===== src/rtl/rom_stream_reader_pkg.sv =====
// Shared types and default sizing for the ROM burst streamer.
package rom_stream_reader_pkg;

  localparam int DEF_AW         = 10;
  localparam int DEF_DW         = 32;
  localparam int DEF_FIFO_DEPTH = 4;

  typedef enum logic [1:0] {
    IDLE  = 2'd0,
    FETCH = 2'd1,
    DRAIN = 2'd2
  } state_t;

endpackage


===== src/rtl/rs_fifo.sv =====
// Synchronous FIFO holding ROM words plus their end-of-burst tag.
module rs_fifo #(
  parameter int DW    = 32,
  parameter int DEPTH = 4
) (
  input  logic                     clk,
  input  logic                     rst_n,
  input  logic                     wr_en,
  input  logic [DW:0]              wr_data,
  input  logic                     rd_en,
  output logic [DW:0]              rd_data,
  output logic                     full,
  output logic                     empty,
  output logic [$clog2(DEPTH):0]   count
);

  localparam int PW = $clog2(DEPTH);
  localparam int CW = PW + 1;

  logic [DW:0]    r_mem [DEPTH];
  logic [PW-1:0]  r_wr_ptr;
  logic [PW-1:0]  r_rd_ptr;
  logic [CW-1:0]  r_count;
  logic           w_push;
  logic           w_pop;

  // A pop frees the slot the same cycle, so a push into a full FIFO is fine then.
  assign w_pop  = rd_en && (r_count != '0);
  assign w_push = wr_en && ((r_count != CW'(DEPTH)) || w_pop);

  always_ff @(posedge clk or negedge rst_n) begin
    if (!rst_n) begin
      r_wr_ptr <= '0;
      r_rd_ptr <= '0;
      r_count  <= '0;
    end else begin
      if (w_push) r_wr_ptr <= r_wr_ptr + 1'b1;
      if (w_pop)  r_rd_ptr <= r_rd_ptr + 1'b1;
      case ({w_push, w_pop})
        2'b10:   r_count <= r_count + 1'b1;
        2'b01:   r_count <= r_count - 1'b1;
        default: r_count <= r_count;
      endcase
    end
  end

  always_ff @(posedge clk) begin
    if (w_push) r_mem[r_wr_ptr] <= wr_data;
  end

  assign rd_data = r_mem[r_rd_ptr];
  assign full    = (r_count == CW'(DEPTH));
  assign empty   = (r_count == '0);
  assign count   = r_count;

endmodule


===== src/rtl/rom_stream_reader.sv =====
// Reads a burst of consecutive ROM words and streams them out through a
// small credit-protected FIFO with valid/ready handshake.
module rom_stream_reader
  import rom_stream_reader_pkg::*;
#(
  parameter int AW         = DEF_AW,
  parameter int DW         = DEF_DW,
  parameter int FIFO_DEPTH = DEF_FIFO_DEPTH
) (
  input  logic          clk,
  input  logic          rst_n,
  input  logic          start,
  input  logic [AW-1:0] start_addr,
  input  logic [AW-1:0] length,
  output logic          busy,
  output logic          done,
  output logic          rom_ce,
  output logic [AW-1:0] rom_addr,
  input  logic [DW-1:0] rom_dout,
  output logic          m_valid,
  input  logic          m_ready,
  output logic [DW-1:0] m_data,
  output logic          m_last
);

  localparam int CW = $clog2(FIFO_DEPTH) + 1;

  state_t        r_state;
  state_t        w_next_state;
  logic [AW-1:0] r_addr;
  logic [AW-1:0] r_remaining;
  logic          r_inflight;
  logic          r_inflight_last;
  logic          r_done;

  logic          w_rom_ce;
  logic          w_final_issue;
  logic          w_start_burst;
  logic          w_start_empty;
  logic          w_accept;
  logic          w_accept_last;
  logic [CW-1:0] w_fifo_count;
  logic          w_fifo_full;
  logic          w_fifo_empty;
  logic [DW:0]   w_fifo_head;
  logic [CW:0]   w_credit_used;

  // Slots already claimed: words sitting in the FIFO plus the read in flight.
  assign w_credit_used = {1'b0, w_fifo_count} + {{CW{1'b0}}, r_inflight};
  assign w_start_burst = (r_state == IDLE) && start && (length != '0);
  assign w_start_empty = (r_state == IDLE) && start && (length == '0);
  assign w_accept      = !w_fifo_empty && m_ready;
  assign w_accept_last = w_accept && w_fifo_head[DW];
  assign w_final_issue = w_rom_ce && (r_remaining == AW'(1));

  always_comb begin
    w_next_state = r_state;
    w_rom_ce     = 1'b0;
    case (r_state)
      IDLE: begin
        if (w_start_burst) w_next_state = FETCH;
      end
      FETCH: begin
        w_rom_ce = !w_fifo_full && (w_credit_used < (CW+1)'(FIFO_DEPTH));
        if (w_rom_ce && (r_remaining == AW'(1))) w_next_state = DRAIN;
      end
      DRAIN: begin
        if (w_accept_last) w_next_state = IDLE;
      end
      default: w_next_state = IDLE;
    endcase
  end

  always_ff @(posedge clk or negedge rst_n) begin
    if (!rst_n) begin
      r_state         <= IDLE;
      r_addr          <= '0;
      r_remaining     <= '0;
      r_inflight      <= 1'b0;
      r_inflight_last <= 1'b0;
      r_done          <= 1'b0;
    end else begin
      r_state         <= w_next_state;
      r_inflight      <= w_rom_ce;
      r_inflight_last <= w_final_issue;
      r_done          <= w_start_empty || ((r_state == DRAIN) && w_accept_last);
      if (w_start_burst) begin
        r_addr      <= start_addr;
        r_remaining <= length;
      end else if (w_rom_ce) begin
        r_addr      <= r_addr + 1'b1;
        r_remaining <= r_remaining - 1'b1;
      end
    end
  end

  // ROM data for last cycle's read lands here, tagged if it ended the burst.
  rs_fifo #(
    .DW    (DW),
    .DEPTH (FIFO_DEPTH)
  ) u_fifo (
    .clk     (clk),
    .rst_n   (rst_n),
    .wr_en   (r_inflight),
    .wr_data ({r_inflight_last, rom_dout}),
    .rd_en   (m_ready),
    .rd_data (w_fifo_head),
    .full    (w_fifo_full),
    .empty   (w_fifo_empty),
    .count   (w_fifo_count)
  );

  assign busy     = (r_state != IDLE);
  assign done     = r_done;
  assign rom_ce   = w_rom_ce;
  assign rom_addr = r_addr;
  assign m_valid  = !w_fifo_empty;
  assign m_data   = w_fifo_head[DW-1:0];
  assign m_last   = w_fifo_head[DW] && !w_fifo_empty;

endmodule


===== config.mk =====
export PLATFORM = sky130hd
export DESIGN_NAME = rom_stream_reader
export DESIGN_NICKNAME = d
export VERILOG_FILES = /design/src/rtl/rom_stream_reader_pkg.sv /design/src/rtl/rs_fifo.sv /design/src/rtl/rom_stream_reader.sv
export SDC_FILE = /design/constraint.sdc
export NUM_CORES = 1
export LEC_CHECK = 0
export BUFFER_PORTS_ARGS = -buffer_cell sky130_fd_sc_hd__buf_2
export CORE_AREA = 2 2 163 165
export DETAILED_ROUTE_END_ITERATION = 8
export DIE_AREA = 0 0 165 167
export PLACE_DENSITY_LB_ADDON = 0.2
export SYNTH_ARGS = -nofsm -noshare
export SYNTH_HDL_FRONTEND = slang
export SYNTH_SLANG_ARGS = --single-unit
export TNS_END_PERCENT = 5

===== constraint.sdc =====
create_clock -name clk -period 2.85 [get_ports clk]
set_input_delay 0.57 -clock clk [delete_from_list [all_inputs] [get_ports clk]]
set_output_delay 0.57 -clock clk [all_outputs]
set_load 0.005 [all_outputs]

==> impl_metrics.tcl <==
set metrics [dict create \
    dr_total_vias 3677 \
    critical_path_arrival_ns 1.96 \
    async_reset_ff_share_pct 19.5 \
    stdcell_count 826 \
    drv_slew 0 \
    crit_type "flop to output port" \
    die_area_um2 27600 \
    avgSynthCellArea_um2 18.2 \
    synth_nets 425 \
    powerDensity_nw_per_um2 1050 \
    maxSlewHeadroom_pct 47.3 \
    yosys_register_bits 164 \
    drv_cap 0 \
    gp_congestion 0.740 \
    drt_iter0_markers 154 \
    p_int_uw 5730 \
    sw_frac_of_total_pct 32.7 \
    syn_area_um2 6580 \
    ys_seq_area_share_pct 72.4 \
    hpwlAfterDp_um 9000 \
    wl_per_cell_um 16.8 \
    routed_wirelength_um 13800 \
    setup_viol 0 \
    tightestPinTransition_ns 0.791 \
    cts_max_level 4 \
    synth_simple_gate_area_share_pct 6.97 \
    antenna_found_initial 1 \
    chipWidth_um 165 \
    power_frac_comb_pct 31.6 \
    cts_max_path_buffers 2 \
    grt_pass1_vias 3901 \
    layout-drive-gt1-share_pct 38.7 \
    grt-ovfl-total 0 \
    p_leak_uw 0.00292 \
    start_util_pct 25.6 \
    yosys_warnings 0 \
    numCtsBuffers 17 \
    pwr-share-seq_pct 42.4 \
    postCtsSetupRepairBufs 0 \
    worstSetupStartpointType "flop" \
    fmax_ghz 0.396 \
    clkPwrFrac_pct 26.0 \
    outcome "finished clean" \
    grt_start_max_net_pins 34 \
    cts.hold.buffers_added 0 \
    core-area_um2 25800 \
    clock-sinks 164 \
    synthMuxAreaShare_pct 11.8 \
    path_clk_slew_ns 0.07 \
    dp_cells 794 \
    antenna_cells 0 \
    num_io_pins 103 \
    first_pass_iters 4 \
    p_sw_uw 2780 \
    final.setup.tns_ns 0 \
    ant_nets 0 \
    synth-main-ff-cell "edfxtp_1" \
    synth_edf_count 132 \
    reg2reg_from "r_state[1]" \
    numPortBuffers 102 \
    ys_types 54 \
    synth-compound-area-share_pct 4.14 \
    r2r_slack_ns 0.97 \
    critPathMaxFanout 29 \
    synth_top_family_by_area "multiplexers" \
    area_growth_pct 23.5 \
    fp.dieH_um 167 \
    grt_pass1_wl_um 21800 \
    hold_viol 0 \
    grt.total_usage_pct 10.5 \
    ff2ff_path_depth 4 \
    peakVddDrop_mv 0.420 \
    syn_inst 361 \
    cts_root_buf "clkbuf_16" \
    cp-end-kind "output port" \
    vias_per_cell 4.45 \
    r2r_end "r_remaining[3]" \
    synthAdderAreaFrac_pct 1.63 \
    rows 59 \
    clk_latency_ns 0.41 \
    period_needed_ns 2.53 \
    cts_tree "done" \
    clock_skew_ns 0.00999 \
    cp.required_ns 2.28 \
    fin_crit_sh_pct 88.6 \
    cts_resized 0 \
    grt_setup_unrepaired "no" \
    drc_errors 0 \
    min_path_type "input port to asynchronous set/reset pin" \
    synth_xor_area_share_pct 1.46 \
    fin_nets 542 \
]
[power groups by stage]
stage	clock [uW]	combinational, uW	sequential [uW]
2_1_floorplan	0	1770	3540
3_3_place_gp	0	2760	3640
3_5_place_dp	0	2780	3660
4_1_cts	2290	2790	3610
5_1_grt	2400	3010	3680
6_report	2210	2690	3610
[layout make-up]
class	count	area, um2
Fill cell	2516	17600
Sequential cell	164	4770
Multi-Input combinational cell	174	1720
Timing Repair Buffer	111	616
Clock buffer	18	429
Tap cell	335	419
Clock inverter	14	148
Inverter	10	37.5
[per-stage QoR]
stage | util (%) | power [uW] | worst slack (ns) | hold slack, ns | area, um2
after floorplan | - | 5310 | 0.828 | 0.274 | 6580
after global placement | 29.3 | 6390 | 0.742 | 0.482 | 7550
after detailed placement | 29.3 | 6440 | 0.715 | 0.482 | 7550
after CTS | 31.6 | 8690 | 0.261 | 0.255 | 8130
after global routing | 31.6 | 9100 | 0.201 | 0.286 | 8130
final | 31.6 | 8510 | 0.324 | 0.230 | 8130
[flip-flops by register name (all words and copies together), names as in the netlist]
signal           flops
r_inflight           1
done                 1
r_inflight_last      1
rom_addr            10
u_fifo.count         3
u_fifo.r_rd_ptr      2
u_fifo.r_wr_ptr      2
r_remaining         10
u_fifo.r_mem       132
r_state              2
[synth_stat cells (7+ instances only)]
master / count / area [um2]
edfxtp_1: 132 / 3960
mux4_2: 33 / 743
dfrtp_1: 32 / 801
nand2_1: 18 / 67.6
nand3_1: 17 / 85.1
inv_1: 9 / 33.8
ha_1: 7 / 87.6
[worst max-delay path by stage]
stage                            start                  to  slack [ns]
floorplan                      m_ready  u_fifo.r_mem[0][0]        0.83
global placement    u_fifo.r_rd_ptr[0]          m_data[15]        0.74
detailed placement  u_fifo.r_rd_ptr[0]           m_data[0]        0.72
CTS                 u_fifo.r_rd_ptr[0]           m_data[0]        0.26
global route        u_fifo.r_rd_ptr[0]           m_data[0]        0.20
finish              u_fifo.r_rd_ptr[0]          m_data[15]        0.32
[critical path: stages (launching register included)]
cell	delay [ns]
dfrtp_2	0.50
buf_12	0.29
mux4_2	0.57
buf_2	0.15
[placed cells by master, fill, tap and decap left out, types with 5 or more instances in the layout]
| master | n |
|---|---|
| buf_2 | 102 |
| clkbuf_16 | 17 |
| buf_4 | 6 |
| dfrtp_1 | 30 |
| xnor2_1 | 5 |
| nand3_1 | 17 |
| inv_1 | 9 |
| o211ai_1 | 6 |
| nand4_1 | 6 |
| o21ai_0 | 6 |
| xor2_1 | 6 |
| inv_8 | 7 |
| nand2_1 | 18 |
| edfxtp_1 | 132 |
| nor2_1 | 6 |
| ha_1 | 7 |
| mux4_2 | 33 |
| nor3_1 | 5 |
[logic make-up after synthesis]
| family | Yosys count |
|---|---|
| mux | 36 |
| flops | 164 |
| simple gates | 83 |
| buf+inv | 23 |
| fa+ha+maj | 8 |
| compound gates | 36 |
| xor+xnor | 11 |
[routing by layer]
metal / global-route usage [%] / vias to the layer above / part of all wire [%]
met5: 0 / - / 0.094
met4: 2.27 / 2 / 0.69
met3: 3.41 / 7 / 5.4
met2: 16.9 / 105 / 48
met1: 13.9 / 1881 / 46
li1: - / 1682 / -
No activity file was read; power rests on OpenSTA's default activity.
